[src/rtl/fb_dump_reader.sv]
// Bus initiator that reads a byte window over the 16-bit data-port bus and
// streams it out one byte at a time (even address first) on a valid/ready port.
module fb_dump_reader #(
  parameter logic [15:0] BASE_ADDR = 16'hc000,
  parameter logic [15:0] LAST_ADDR = 16'hffff
) (
  input  logic        clk,
  input  logic        rst,
  input  logic        start,
  output logic        busy,
  output logic        done,
  output logic        m_req,
  input  logic        m_gnt,
  output logic [15:0] m_addr,
  output logic        m_oe,
  input  logic [15:0] m_din,
  output logic [7:0]  out_data,
  output logic        out_valid,
  input  logic        out_ready,
  output logic        out_last
);

  typedef enum logic [2:0] {
    S_IDLE = 3'd0,
    S_REQ  = 3'd1,
    S_READ = 3'd2,
    S_HI   = 3'd3,
    S_LO   = 3'd4,
    S_DONE = 3'd5
  } state_t;

  // Word address holding the final byte; termination is by compare, so the
  // address register never steps past it and cannot wrap.
  localparam logic [15:0] LAST_WORD = LAST_ADDR - 16'd1;

  state_t      state_q, state_d;
  logic [15:0] addr_q, addr_d;
  logic [15:0] buf_q, buf_d;
  logic        last_word;

  assign last_word = (addr_q == LAST_WORD);
  assign m_addr    = addr_q;

  always_ff @(posedge clk) begin
    if (rst) begin
      state_q <= S_IDLE;
      addr_q  <= BASE_ADDR;
      buf_q   <= 16'h0000;
    end else begin
      state_q <= state_d;
      addr_q  <= addr_d;
      buf_q   <= buf_d;
    end
  end

  always_comb begin
    state_d   = state_q;
    addr_d    = addr_q;
    buf_d     = buf_q;
    busy      = 1'b1;
    done      = 1'b0;
    m_req     = 1'b0;
    m_oe      = 1'b0;
    out_data  = 8'h00;
    out_valid = 1'b0;
    out_last  = 1'b0;
    case (state_q)
      S_IDLE: begin
        busy = 1'b0;
        if (start) begin
          addr_d  = BASE_ADDR;
          state_d = S_REQ;
        end else begin
          state_d = S_IDLE;
        end
      end
      S_REQ: begin
        m_req = 1'b1;
        if (m_gnt) begin
          state_d = S_READ;
        end else begin
          state_d = S_REQ;
        end
      end
      S_READ: begin
        // m_oe follows the grant so the bus is never driven without it.
        m_req = 1'b1;
        m_oe  = m_gnt;
        if (m_gnt) begin
          buf_d   = m_din;
          state_d = S_HI;
        end else begin
          state_d = S_REQ;
        end
      end
      S_HI: begin
        out_valid = 1'b1;
        out_data  = buf_q[15:8];
        if (out_ready) begin
          state_d = S_LO;
        end else begin
          state_d = S_HI;
        end
      end
      S_LO: begin
        out_valid = 1'b1;
        out_data  = buf_q[7:0];
        out_last  = last_word;
        if (out_ready) begin
          if (last_word) begin
            state_d = S_DONE;
          end else begin
            addr_d  = addr_q + 16'd2;
            state_d = S_REQ;
          end
        end else begin
          state_d = S_LO;
        end
      end
      S_DONE: begin
        done    = 1'b1;
        state_d = S_IDLE;
      end
      default: begin
        state_d = S_IDLE;
      end
    endcase
  end

endmodule
[config.mk]
export PLATFORM = sky130hd
export DESIGN_NAME = fb_dump_reader
export DESIGN_NICKNAME = d
export VERILOG_FILES = /design/src/rtl/fb_dump_reader.sv
export SDC_FILE = /design/constraint.sdc
export NUM_CORES = 1
export LEC_CHECK = 0
export CELL_PAD_IN_SITES_DETAIL_PLACEMENT = 1
export CELL_PAD_IN_SITES_GLOBAL_PLACEMENT = 1
export CORE_UTILIZATION = 45
export CTS_CLUSTER_SIZE = 30
export DETAILED_ROUTE_END_ITERATION = 10
export DONT_BUFFER_PORTS = 1
export GPL_TIMING_DRIVEN = 0
export PLACE_DENSITY_LB_ADDON = 0.1
export SLEW_MARGIN = 20
export SYNTH_ARGS = -nofsm -noshare
export SYNTH_HDL_FRONTEND = slang
export SYNTH_SLANG_ARGS = --single-unit
[constraint.sdc]
create_clock -name clk -period 2.1 [get_ports clk]
set_input_delay 0.315 -clock clk [delete_from_list [all_inputs] [get_ports clk]]
set_output_delay 0.315 -clock clk [all_outputs]
set_load 0.005 [all_outputs]
==> results of run 1 <==
[power by group through the flow]
stage	clock [mW]	sequential [mW]	combinational, mW
after detailed placement	0	0.679	0.117
after CTS	0.532	0.664	0.118
after floorplan	0	0.676	0.0908
after global placement	0	0.678	0.112
final	0.516	0.666	0.121
after global routing	0.557	0.667	0.134
[critical path, delay by kind of cell, from the launching register on]
family,cells,cell delay [ns]
buffers and inverters,4,0.51
AND/OR/NAND/NOR,1,0.56
flip-flops,1,0.31
[logic make-up after synthesis]
family,after synthesis,share of synthesized area (%)
compound gates,46,17.06
fa+ha+maj,1,0.6742
xor+xnor,1,0.4721
mux,11,6.002
simple gates,112,32.70
buf+inv,17,6.203
other cells,1,0.2021
flops,34,36.68
[cell usage in the layout, fill, tap and decap left out, types with 4 or more instances in the layout]
cell,netlist,final
a22o_1,8,8
nor4_1,4,4
a21oi_1,21,21
nor3_1,8,7
inv_1,4,4
dfxtp_1,34,34
and3_1,7,7
nand2_1,47,47
nor2_1,9,7
nand3_1,6,6
clkbuf_8,0,6
mux2i_1,10,10
nor2b_1,4,4
or3_1,8,8
[layer usage]
| layer | vias up | GRT usage (%) | share of wire, % |
|---|---|---|---|
| li1 | 822 | - | - |
| met1 | 855 | 33.09 | 44 |
| met4 | 0 | 11.44 | 2.5 |
| met3 | 14 | 7.069 | 5.2 |
| met2 | 50 | 44.39 | 48 |
| met5 | - | 0 | 0 |
[timing repair]
item	4_1_cts	5_1_grt
resized for setup	1	7
hold buffers	0	0
setup buffers	0	0
setup endpoints to repair	8	10
[synth_stat cells (all sizes together) (2+ instances only)]
| master | instances |
|---|---|
| a21oi | 21 |
| mux2i | 10 |
| nand4 | 4 |
| or3 | 8 |
| nand3 | 7 |
| o31ai | 2 |
| a211oi | 3 |
| nor4 | 6 |
| nand3b | 2 |
| nor2b | 4 |
| nor2 | 10 |
| nor3 | 8 |
| a22o | 8 |
| clkbuf | 4 |
| buf | 8 |
| and3 | 7 |
| nand2 | 47 |
| or2 | 2 |
| inv | 4 |
| a221oi | 2 |
| o311a | 2 |
| dfxtp | 34 |
[sequential cells by signal (all words and copies together) (netlist names)]
name	flops
buf_q	16
m_addr	15
state_q	3
[path summary, 6_finish.rpt]
path	to	startpoint	slack (ns)	cells after the start
setup / recovery	m_oe	state_q[2]	0.10	5
hold / removal	buf_q[1]	m_din[1]	0.15	2
setup reg to reg	m_addr[11]	m_addr[11]	0.33	4
hold reg to reg	buf_q[8]	buf_q[8]	0.46	2
[stage by stage]
stage,utilization [%],hold WS [ns],setup slack (ns),total power [mW],TNS (ns)
after floorplan,-,0.4360,0.5320,0.7671,0
after detailed placement,50.43,0.4507,0.2180,0.7962,0
after global routing,53.72,0.1619,-0.05106,1.359,-0.05106
final,53.72,0.1497,0.1046,1.303,0
after global placement,50.43,0.4409,0.1778,0.7894,0
after CTS,53.00,0.1423,0.04200,1.315,0
[layout make-up]
cell class	count	area, um2
multi-input cells	172	1089
clock buffers	6	82.58
plain buffers	12	92.59
fillers	459	1758
inverters	5	23.77
clock inverters	2	12.51
well taps	48	60.06
flip-flops and latches	34	680.7
==> results.toml, run 1 <==
[pwr]
ir_drop_mv = 0.4128
netSwitchingFraction_pct = 26.03
p_switching_mw = 0.3392
power.leakage_nw = 0.7026
combPwrFrac_pct = 9.3
pwr-share-clk_pct = 39.6
power.density_mw_per_mm2 = 638.5
power_frac_seq_pct = 51.1
p_int_mw = 0.9639

[floorplan]
die_x_um = 66.22
core_mm2 = 0.003799
die_h_um = 66.22
die_area_mm2 = 0.004384
fp-row-count = 22
start_util_pct = 48.85
ios = 51

[place]
dp.cells = 271
hpwl_um = 4034
dpl_cell_area_mm2 = 0.001916
place_congestion = 0.8907
portBuffers = 0

[logic_synthesis]
synth.avg_cell_area_um2 = 8.321
yosysSeqAreaShare_pct = 36.68
ys_warn_count = 0
synth_area_mm2 = 0.001856
synth_ff_type = "dfxtp_1"
syn_inst = 223
syn_nets = 245
synth_top_area_cell = "dfxtp_1"
synth_edf_count = 0
synth_seq_cells = 34
synth_area_leaders = "dfxtp_1, nand2_1, a21oi_1, mux2i_1, a22o_1"
synth_top_area_share_pct = 36.68
ys_async_sr_fraction_pct = 0
yosysUniqueCellTypes = 50

[route]
wl_um = 5500
drtAntennaViolNets = 0
drc_errors = 0
via_per_inst = 6.240
dr.pass1.iters = 4
avgRoutedWirePerCell_um = 19.71
drtIter0Drc = 85
vias = 1741

[setup_path]
max_stage_delay_ns = 0.56
crit_arrival_ns = 1.68
required_ns = 1.78
cpMostUsedCell = "buf_6"
critical_path_class = "reg -> out"
end_kind = "output pin"
crit_fanout = 10
cp_cell_sequence = "buf_6, or4b_1, buf_6, clkinv_4, buf_12"
start_kind = "flip-flop"
cp_slowest_cell = "or4b_1"

[cts]
insertion_delay_ns = 0.29
cts_htree_levels = 2
cts_buffer_depth = 2
cts.sinks = 34
numCtsBuffers = 5
cts-root-buf = "clkbuf_8"
clk_pin_slew_ns = 0.07
cts_tree = "done"

[global_route]
grt_max_degree = 12
globalRouteOverflowTotal = 0
grt_util_all_layers_pct = 27.03
first_global_vias = 1833
grt_pass1_wl_um = 8783
antenna_found_initial = 0

[sta]
fin_crit_sh_pct = 95.02
slew_viol_final = 0
finalHoldViolations = 0
worstMarginPinSlew_ns = 0.7045
fmax_mhz = 501.1
setup_violations = 0
slew_headroom_pct = 52.86
clock_skew_ns = 0.005238
min_period_ns = 1.995

[worst_hold_path]
min_path_type = "in -> reg"

[layout]
fin_area_mm2 = 0.002041
fin_nets = 252
area_growth_pct = 9.980
layout-drive-gt1-share_pct = 13.42
final_cells = 279
antennaDiodeCount = 0

[run_status]
status = "finished clean"

[job]
maxCapViolations = 0
Note: power is estimated with default switching activity, not from simulation.
==> run 2: changes to the inputs <==
--- a/config.mk
+++ b/config.mk
@@ -11,7 +11,6 @@
 export CTS_CLUSTER_SIZE = 30
 export DETAILED_ROUTE_END_ITERATION = 10
 export DONT_BUFFER_PORTS = 1
-export GPL_TIMING_DRIVEN = 0
 export PLACE_DENSITY_LB_ADDON = 0.1
 export SLEW_MARGIN = 20
 export SYNTH_ARGS = -nofsm -noshare
==> results.toml, run 2 (synthesized netlist as in run 1, its figures left out) <==
[run_status]
status = "finished clean"

[floorplan]
die_x_um = 66.22
die_h_um = 66.22
ios = 51
start_util_pct = 48.85
core_mm2 = 0.003799
fp-row-count = 22
die_area_mm2 = 0.004384

[sta]
finalWorstSetupSlack_ns = 0.09557
tns_ns = 0
finalHoldViolations = 0
slew_viol_final = 0
setup_violations = 0
fmax_mhz = 498.9
min_period_ns = 2.004
clock_skew_ns = 0.004779
rsz0062_at_grt = "no"
fin_crit_sh_pct = 95.45

[pwr]
ir_drop_mv = 0.3680
power.density_mw_per_mm2 = 624.5
power.leakage_nw = 0.6654
total_power_mw = 1.217

[cts]
cts_tree = "done"
cts-hold-fix-buffers = 0
cts_htree_levels = 2
insertion_delay_ns = 0.28
clk_pin_slew_ns = 0.06
cts-root-buf = "clkbuf_8"
numCtsBuffers = 5
cts_buffer_depth = 2
cts.sinks = 34

[route]
drc_errors = 0
drtIter0Drc = 66
via_per_inst = 6.151
wl_um = 4897
vias = 1667
drtAntennaViolNets = 0
avgRoutedWirePerCell_um = 18.07
dr.pass1.iters = 4

[global_route]
grt_max_degree = 35
antenna_found_initial = 0
grt_util_all_layers_pct = 24.21
grt_pass1_wl_um = 7969
first_global_vias = 1696
globalRouteOverflowTotal = 0

[place]
pre_cts_ws_ns = 0.2923
hpwl_um = 3507
place_congestion = 0.8360
portBuffers = 0

[layout]
largest_register_ffs = 16
final_common_cell = "nand2_1"
fin_nets = 245
area_growth_pct = 4.990
nFillCells = 466
most-common-layout-cells = "nand2_1, dfxtp_1, a21oi_1, mux2i_1, nor2_1"
antennaDiodeCount = 0
top_register = "buf_q"
layout-drive-gt1-share_pct = 11.66

[job]
maxCapViolations = 0

[worst_hold_path]
min_path_type = "in -> reg"

[setup_path]
required_ns = 1.78
critical_path_class = "reg -> out"
crit_arrival_ns = 1.69
crit_fanout = 17
start_kind = "flip-flop"
end_kind = "output pin"
## run 2: cell types whose count changed in the layout (fill, tap and decap cells not counted), sizes merged
cell	before	now
buf	8	5
clkbuf	10	5
clkinv	2	3
clkinvlp	1	0
## run 2: metal layers
metal  share of wire [%]  global-route usage (%)
met3                 6.7                   7.069
met2                  48                   40.05
met4                 1.2                   9.309
met1                  44                   29.32
met5                   0                       0
## run 2: cell type report
type                    count  area, um2  share of cell area (%)
clock buffers               5      68.82                   3.532
clock inverters             2      10.01                  0.5138
inverters                   5      23.77                   1.220
flip-flops and latches     34      681.9                   35.00
multi-input cells         172       1066                   54.72
well taps                  48      60.06                   3.083
repair buffers              5      37.54                   1.927
## run 2: worst max-delay path, stage by stage, from the launching register on
cell	delay (ns)
dfxtp_1	0.59
or4b_1	0.64
clkinv_4	0.18
## run 2: path summary, 6_finish.rpt
kind / start / to / slack, ns / cells past startpoint
min: rst / buf_q[13] / 0.11 / 1
min reg2reg: buf_q[12] / buf_q[12] / 0.45 / 2
max: state_q[1] / m_oe / 0.1 / 2
max reg2reg: state_q[1] / buf_q[11] / 0.36 / 4
## run 2: repair_timing
action                     4_1_cts  5_1_grt
gates resized for setup          0        3
setup buffers                    0        0
hold endpoints to repair         0        0
setup endpoints to repair        0        9
## run 2: through the flow
step | hold WS (ns) | utilization, % | std cells | instance area (um2)
2_1_floorplan | 0.4360 | - | 223 | 1856
3_3_place_gp | 0.3890 | 49.01 | 264 | 1862
3_5_place_dp | 0.3924 | 49.01 | 264 | 1862
4_1_cts | 0.09084 | 51.09 | 271 | 1941
5_1_grt | 0.08679 | 51.28 | 271 | 1948
6_report | 0.1060 | 51.28 | 271 | 1948
## run 2: where the power goes
part	internal (mW)	switching (mW)
clock	0.222	0.227
sequential	0.655	0.0167
combinational	0.0399	0.0556
total	0.917	0.300
==> run 3: changes to the inputs <==
--- a/config.mk
+++ b/config.mk
@@ -7,7 +7,7 @@
 export LEC_CHECK = 0
 export CELL_PAD_IN_SITES_DETAIL_PLACEMENT = 1
 export CELL_PAD_IN_SITES_GLOBAL_PLACEMENT = 1
-export CORE_UTILIZATION = 45
+export CORE_UTILIZATION = 40
 export CTS_CLUSTER_SIZE = 30
 export DETAILED_ROUTE_END_ITERATION = 10
 export DONT_BUFFER_PORTS = 1
==> constraint.sdc (replaced) <==
create_clock -name clk -period 2.4 [get_ports clk]
set_input_delay 0.36 -clock clk [delete_from_list [all_inputs] [get_ports clk]]
set_output_delay 0.36 -clock clk [all_outputs]
set_load 0.005 [all_outputs]
==> results.toml, run 3 (synthesized netlist as in run 1, its figures left out) <==
[setup_path]
required_ns = 2.04
r2r_cells = 4
max_stage_delay_ns = 0.65
critPathTopFamily = "simple AND/OR/NAND/NOR gates"
end_kind = "output pin"
crit_arrival_ns = 1.77
cp_slowest_cell = "dfxtp_1"
crit_fanout = 16
reg2reg_setup_slack_ns = 0.59
cp_num_buf_inv = 0
critical_path_class = "reg -> out"
cp_cell_sequence = "nand2_1, nor2_1, and3_1"
cp.depth = 3
start_kind = "flip-flop"

[route]
drtAntennaViolNets = 0
drc_errors = 0
vias = 1632
dr.pass1.iters = 4
drtIter0Drc = 29
via_per_inst = 5.935
wl_um = 4808
avgRoutedWirePerCell_um = 17.48

[sta]
finalWorstSetupSlack_ns = 0.2680
min_period_ns = 2.132
slew_viol_final = 0
setup_violations = 0
slew_headroom_pct = 65.31
rsz0062_at_grt = "no"
clock_skew_ns = 0.008749
fin_crit_sh_pct = 88.83
finalHoldViolations = 0
fmax_mhz = 469.0
worstMarginPinSlew_ns = 0.5196
tns_ns = 0

[cts]
cts_resized = 0
clk_pin_slew_ns = 0.07
numCtsBuffers = 5
cts_buffer_depth = 2
cts_setup_buffers = 0
insertion_delay_ns = 0.29
cts-hold-fix-buffers = 0
cts_htree_levels = 2
cts.sinks = 34
cts_tree = "done"
cts-root-buf = "clkbuf_8"

[layout]
nFillCells = 549
largest_register_ffs = 16
top_register = "buf_q"
seq_area_um2 = 680.7
area_growth_pct = 5.327
fin_nets = 244
antennaDiodeCount = 0
final_common_cell = "nand2_1"
multi_input_area_mm2 = 0.001060
layout-drive-gt1-share_pct = 10.31
most-common-layout-cells = "nand2_1, dfxtp_1, a21oi_1, mux2i_1, nor2_1"

[pwr]
power.density_mw_per_mm2 = 572.9
total_power_mw = 1.120
power.leakage_nw = 0.6620
ir_drop_mv = 0.3045

[job]
maxCapViolations = 0

[global_route]
grt_max_degree = 35
grt_util_all_layers_pct = 20.56
grt_pass1_wl_um = 7983
antenna_found_initial = 0
first_global_vias = 1691
globalRouteOverflowTotal = 0

[floorplan]
die_area_mm2 = 0.004915
die_x_um = 70.11
ios = 51
core_mm2 = 0.004414
die_h_um = 70.11
fp-row-count = 24
start_util_pct = 42.04

[worst_hold_path]
hold_path_depth = 1
min_path_type = "in -> reg"

[place]
hpwl_um = 3490
portBuffers = 0
place_congestion = 0.8519
pre_cts_ws_ns = 0.6114

[run_status]
status = "finished clean"
-- run 3: changes by cell type in the layout (fill, tap and decap cells not counted), sizes merged --
cell      change
buf           -1
clkbuf        +1
clkinv        -1
clkinvlp      +1
-- run 3: final timing paths --
path,to,startpoint
worst max-delay path,out_last,state_q[2]
worst min-delay path,buf_q[7],rst
worst max register to register,m_addr[15],state_q[2]
worst min register to register,buf_q[6],buf_q[6]
-- run 3: area by class of cell --
class / instances / share of cell area [%]
clock inverter: 2 / 0.6402
sequential: 34 / 34.83
clock buffer: 6 / 4.225
inverter: 5 / 1.216
tap: 52 / 3.329
multi-input combinational: 172 / 54.23
timing repair buffer: 4 / 1.536
-- run 3: through the flow --
stage               instances  utilization (%)  area [um2]  hold slack, ns
floorplan                 223                -        1856          0.4360
global placement          267            42.12        1859          0.4343
detailed placement        267            42.12        1859          0.4367
CTS                       275            44.27        1954          0.1298
global route              275            44.27        1954          0.1228
finish                    275            44.27        1954          0.1401
-- run 3: report_power, final --
part,leakage (nW),switching [mW],internal (mW)
combinational,0.340,0.0475,0.0348
clock,0.0472,0.220,0.231
sequential,0.275,0.0138,0.573
total,0.662,0.282,0.838
-- run 3: per-layer routing --
metal	vias up	wire [um]	track usage, %
met2	41	2448	37.39
met4	0	45	5.111
met1	781	2063	23.15
met3	6	250	6.349
li1	804	-	-
met5	-	0	0
==> RTL edit 1, RTL diff (settings of run 1) <==
Re-encode `state_t` (6 states) as one-hot, 6 bits wide.
--- a/src/rtl/fb_dump_reader.sv
+++ b/src/rtl/fb_dump_reader.sv
@@ -20,13 +20,13 @@
   output logic        out_last
 );
 
-  typedef enum logic [2:0] {
-    S_IDLE = 3'd0,
-    S_REQ  = 3'd1,
-    S_READ = 3'd2,
-    S_HI   = 3'd3,
-    S_LO   = 3'd4,
-    S_DONE = 3'd5
+  typedef enum logic [5:0] {
+    S_IDLE = 6'b000001,
+    S_REQ  = 6'b000010,
+    S_READ = 6'b000100,
+    S_HI   = 6'b001000,
+    S_LO   = 6'b010000,
+    S_DONE = 6'b100000
   } state_t;
 
   // Word address holding the final byte; termination is by compare, so the
Function: same outputs for any inputs over 10 cycles, from zero or initial values and one cycle with rst high; not proved beyond that.
==> RTL edit 1 against run 1 <==
- the run now ends with setup timing left
- sequential cell count up 3
- cell area rose by 6.1%
- clock skew increased by 0.0043 ns
- wire length rose by 5.3%
- count of clock-buffer cells in the layout is the same
- area after synthesis is 0.34% lower
- core utilization up 3.3 points
- power up 4.8%
- worst setup slack worse by 0.16 ns
- critical path depth did not move
- combinational power shrank 9.9%
- critical path type unchanged
- critical endpoint is now out_data[4]
- largest power group unchanged
==> RTL edit 1: results (changes against run 1) <==
| Metric | Value |
|---|---|
| Outcome | `complete, but fails checks` |
| Failing checks | `setup timing` |
| Net count after synthesis | `256 (+4.5%)` |
| Largest fanout of any net on the critical path | `5 (-5)` |
| Reg2Reg Depth | `6 (+2)` |
| Total instance count after detailed placement | `282 (+4.1%)` |
| Top cells by area in the synthesized netlist | `dfxtp_1 40%, nand2_1 9.7%, a21oi_1 7.8%` |
| Dpl hpwl | `3.87 mm (-4.1%)` |
| Global-route usage over all layers | `0.276 (+0.00573)` |
| Buffer cell driving the clock tree root | `clkbuf_8` |
| Share of cells above drive strength 1 | `0.176 (+0.0418)` |
| Global-route wire length before repair | `8.87 mm (+0.95%)` |
| Number of cells on the worst hold path | `1 (-1)` |
| Gate count of the mapped netlist | `234 (+4.9%)` |
| Final #Nets | `272 (+7.9%)` |
| Area growth from synthesis to layout | `17.1%` |
| Antenna violations before repair | `0 (unchanged)` |
| Hold Path Class | `in -> reg` |
| Clk pin slew, worst setup/hold paths | `~0.080 ns` |
| Worst slack at placement | `-0.101 ns (-0.319 ns)` |
| Most instantiated cells after synthesis | `48 x nand2_1, 37 x dfxtp_1, 29 x a21oi_1` |
| Setup ws final | `-0.0509 ns (-0.156 ns)` |
| Arr. time, crit path | `1.84 ns (+0.16 ns)` |
| Total length of routed met2 wires | `2.93 mm (+11%)` |
| Maximum ir drop on the vdd rail | `0.405 mV (-1.9%)` |
| Flip-flop count of the largest register after layout | `16 (unchanged)` |
| Slowest cell on crit path | `or4b_4` |
| Register-to-register setup slack | `0.06 ns (-0.27 ns)` |
| Number of max-slew violations in the final report | `0 (unchanged)` |
| Clock skew | `0.00952 ns (+0.00428 ns)` |
| Routed met1 length | `2.32 mm (-4.9%)` |
| Largest net degree at the start of global routing | `12 (unchanged)` |
| Slew @ Worst Pin | `0.530 ns (-0.174 ns)` |
| Synth unique cells | `47 (-6.0%)` |
| Global placer's final weighted congestion | `0.908 (+1.9%)` |
| Sum of negative setup slack | `-0.368 ns (-0.368 ns)` |
| Seq/Total Area, Yosys | `0.401 (+0.0337)` |
| CP Launch Point | `state_q[3]` |
| Hold_sp | `start` |
| Max stage delay on crit path | `0.56 ns (about the same)` |
| Leakage Power | `0.731 nW (+4.1%)` |
| Routed wire length | `5.79 mm (+5.3%)` |
| Total vias in the final route | `1840 (+5.7%)` |
| Iteration-0 DRC count of the detailed router | `46 (-46%)` |
| Post-synth ARST share | `0 (unchanged)` |
| Detail Route met3 WL | `312 um (+9.5%)` |
| Top routing layer in use | `met4` |
| Filler cell count in the final layout | `471 (+2.6%)` |
| Setup violators final | `9 (+9)` |
| Number of global-route vias before repair | `1860 (+1.5%)` |
| Worst R2R Start | `m_addr[6]` |
| Worst hold slack after final layout | `0.123 ns (-0.0264 ns)` |
| Wire length per cell | `19.4 um (-1.4%)` |
| Cts bufs inserted | `5 (unchanged)` |
[RTL edit 1: path summary, 6_finish.rpt]
path	endpoint
min reg2reg	buf_q[8]
max	out_data[4]
max reg2reg	m_addr[4]
min	state_q[0]
[RTL edit 1: layout make-up]
| class | count | area [sq um] | area share |
|---|---|---|---|
| well taps | 48 | 60.1 | 0.0277 |
| multi-input cells | 180 | 1090 | 0.501 |
| inverters | 4 | 15.0 | 0.00693 |
| clock inverters | 1 | 7.51 | 0.00347 |
| plain buffers | 10 | 62.6 | 0.0289 |
| repair buffers | 12 | 105 | 0.0485 |
| clock buffers | 6 | 82.6 | 0.0381 |
| flip-flops and latches | 37 | 747 | 0.345 |
[RTL edit 1: cell families (layout without fill, tap and decap cells)]
group / count (synthesis) / in the layout / synth area share
mux: 1 / 1 / 0.00541
flops: 37 / 37 / 0.401
buf+inv: 17 / 33 / 0.0433
compound gates: 71 / 71 / 0.241
xor+xnor: 2 / 2 / 0.00947
simple gates: 104 / 104 / 0.292
other cells: 1 / 1 / 0.00203
fa+ha+maj: 1 / 1 / 0.00676
[RTL edit 1: layer usage]
layer | GRT usage | vias to the layer above
li1 | - | 882
met3 | 0.0724 | 18
met2 | 0.473 | 62
met4 | 0.152 | 0
met1 | 0.308 | 878
met5 | 0 | -
[RTL edit 1: power by group]
group          internal [W]  switching (W)
Clock              0.000259       0.000258
Combinational     0.0000476      0.0000610
Sequential         0.000711      0.0000282
Total               0.00102       0.000347
[RTL edit 1: timing repair]
action / 4_1_cts / 5_1_grt
resized for setup: 14 / 11
pin swaps: 13 / 4
setup endpoints to repair: 33 / 34
buffers inserted: 7 / 5
[RTL edit 1: stage by stage]
stage / util / cell area (sq um) / total power, W
3_3_place_gp: 0.503 / 1910 / 0.000852
4_1_cts: 0.549 / 2090 / 0.00138
2_1_floorplan: - / 1850 / 0.000831
3_5_place_dp: 0.503 / 1910 / 0.000860
5_1_grt: 0.570 / 2170 / 0.00142
6_report: 0.570 / 2170 / 0.00137
[RTL edit 1: worst max-delay path, delay by kind of cell (launching register included)]
kind	cells	cell delay (ns)
compound gates	1	0.15
buf+inv	2	0.26
flops	1	0.35
simple gates	2	0.78
==> RTL edit 2, RTL diff (flow settings as in run 1) <==
Without the edit above. Make the reset (`rst`) asynchronous in one clocked block.
--- a/src/rtl/fb_dump_reader.sv
+++ b/src/rtl/fb_dump_reader.sv
@@ -41,7 +41,7 @@
   assign last_word = (addr_q == LAST_WORD);
   assign m_addr    = addr_q;
 
-  always_ff @(posedge clk) begin
+  always_ff @(posedge clk or posedge rst) begin
     if (rst) begin
       state_q <= S_IDLE;
       addr_q  <= BASE_ADDR;
Function: differs if rst is asserted again (counterexample within 4 cycles, from zero or initial values and one cycle with rst high); with rst held inactive, the same outputs for 10 cycles.
==> RTL edit 2 against run 1 <==
- area after synthesis up 0.67%
- worst hold slack worse by 0.13 ns
- sequential cell count unchanged
- wire length down 12%
- critical path depth did not move
- worst setup slack lost 0.023 ns
- cell area increased by 2.7%
Power is not compared: it rests on default switching activity, and its combinational part moved more than twofold at a synthesized area within 25%.
==> RTL edit 2: results (changes against run 1) <==
| Metric | Value |
|---|---|
| Post-synth EDFFs | `0 (unchanged)` |
| Biggest register | `buf_q` |
| Slowest cell on crit path | `or4_4` |
| Share of cells above drive strength 1 | `0.275 (+0.141)` |
| Total iterations of the first detailed-routing run | `4 (unchanged)` |
| H-tree levels | `2 (unchanged)` |
| Buffer cell driving the clock tree root | `clkbuf_8` |
| Largest net degree at the start of global routing | `35 (+23)` |
| Largest fanout of any net on the critical path | `6 (-4)` |
| Outcome | `complete, no violations` |
| Worst flop-to-flop path endpoint | `m_addr[13]` |
| Leakage Power | `0.898 nW` |
| Worst R2R Start | `m_addr[1]` |
| Maximum ir drop on the vdd rail | `between 0.5 and 0.6 mV` |
| Post-synth ARST share | `1.00 (+1.00)` |
| Top cell family by delay on the critical path | `simple AND/OR/NAND/NOR gates` |
| Antenna violations before repair | `0 (unchanged)` |
| Register-to-register setup slack | `0.08 ns (-0.25 ns)` |
| Worst slew slack as a fraction of its limit | `0.522 (-0.00694)` |
| Seq/Total Area, Yosys | `0.457 (+0.0900)` |
| Clk pin slew, worst setup/hold paths | `0.07 ns (about the same)` |
| Synth unique cells | `48 (-4.0%)` |
| Instance area after placement | `1930 sq um (+0.78%)` |
| Worst slack at placement | `-0.0521 ns (-0.270 ns)` |
| Top cells by area in the synthesized netlist | `dfrtp_1 43%, mux2_2 10%, a22o_1 3.8%` |
| Buffers from clock root to sink, at most | `2 (unchanged)` |
| Global-route wire length before repair | `7.94 mm (-9.7%)` |
| Clock skew | `0.00401 ns (-0.00123 ns)` |
| Max stage delay on crit path | `0.50 ns (-0.06 ns)` |
| Number of antenna cells inserted | `0 (unchanged)` |
| Wire length per cell | `20.9 um (+6.0%)` |
| Dpl hpwl | `3.36 mm (-17%)` |
| Net count after synthesis | `195 (-20%)` |
| Reg2Reg Depth | `5 (+1)` |
| Most instantiated cells after synthesis | `32 x dfrtp_1, 17 x mux2_2, 11 x nand2_1` |
| Final worst-path cycle share | `0.961 (+0.0111)` |
| Global placer's final weighted congestion | `0.788 (-12%)` |
| Synth Warn # | `0 (unchanged)` |
| Hold Path Class | `in -> async` |
| Global-route usage over all layers | `0.247 (-0.0230)` |
| Total internal power | `0.00155 W` |
| Cts bufs inserted | `5 (unchanged)` |
| Clock latency on the worst-skew pair | `0.29 ns (about the same)` |
| Flip-flop count of the largest register after layout | `16 (unchanged)` |
| Port bufs | `0 (unchanged)` |
| Iteration-0 DRC count of the detailed router | `42 (-51%)` |
| Total vias in the final route | `1460 (-16%)` |
==> RTL edit 2: cell families after synthesis <==
kind of cell    count (synthesis)  synth area share
xor+xnor                        1           0.00469
compound gates                 38             0.157
other cells                     1           0.00201
simple gates                   63             0.212
mux                            19             0.113
buf+inv                        16            0.0476
flops                          34             0.457
fa+ha+maj                       1           0.00670
==> RTL edit 2: area by class of cell <==
type	count	area (sq um)
Buffer	8	71.3
Clock inverter	3	45.0
Inverter	7	26.3
Tap cell	50	62.6
Fill cell	449	1900
Sequential cell	34	853
Clock buffer	5	68.8
Timing Repair Buffer	2	15.0
Multi-Input combinational cell	123	953
==> RTL edit 2: repair_timing <==
item                       CTS  global route
pin swaps                    1             1
resized for setup            6             3
setup endpoints to repair   10             2
setup buffers                2             0
hold buffers                 0             0
==> RTL edit 2: power groups by stage <==
stage | sequential, W | combinational (W) | clock [W]
2_1_floorplan | 0.000944 | 0.000555 | 0
3_3_place_gp | 0.000965 | 0.000653 | 0
3_5_place_dp | 0.000985 | 0.000682 | 0
4_1_cts | 0.000978 | 0.000706 | 0.000625
5_1_grt | 0.00101 | 0.000773 | 0.000652
6_report | 0.000975 | 0.000706 | 0.000607
==> RTL edit 2: worst max path at each step <==
stage                          start     endpoint  cells past startpoint
after floorplan           state_q[0]     buf_q[0]                      5
after global placement    state_q[0]  out_data[6]                      5
after detailed placement  state_q[0]  out_data[2]                      5
after CTS                 state_q[0]         m_oe                      4
after global routing       m_addr[1]   m_addr[13]                      5
final                      m_addr[1]   m_addr[13]                      5
==> RTL edit 2: stage by stage <==
step / hold slack [ns] / cells
finish: 0.0211 / 232
global route: 0.0680 / 232
CTS: 0.0389 / 232
floorplan: 0.432 / 173
global placement: 0.437 / 223
detailed placement: 0.357 / 223
==> RTL edit 2: worst reg2reg max path: stages (launching register included) <==
cell and delay [ns]:
dfrtp_1 0.45, ha_1 0.25, nand4_1 0.27, or4_4 0.50, and3_4 0.19, a211o_1 0.25
==> RTL edit 2: per-layer routing <==
| layer | vias up | wire [um] | GRT usage |
|---|---|---|---|
| met5 | - | 0 | 0 |
| met3 | 8 | 265 | 0.0690 |
| met2 | 43 | 2410 | 0.404 |
| li1 | 668 | - | - |
| met1 | 741 | 2110 | 0.317 |
| met4 | 0 | 61 | 0.0718 |
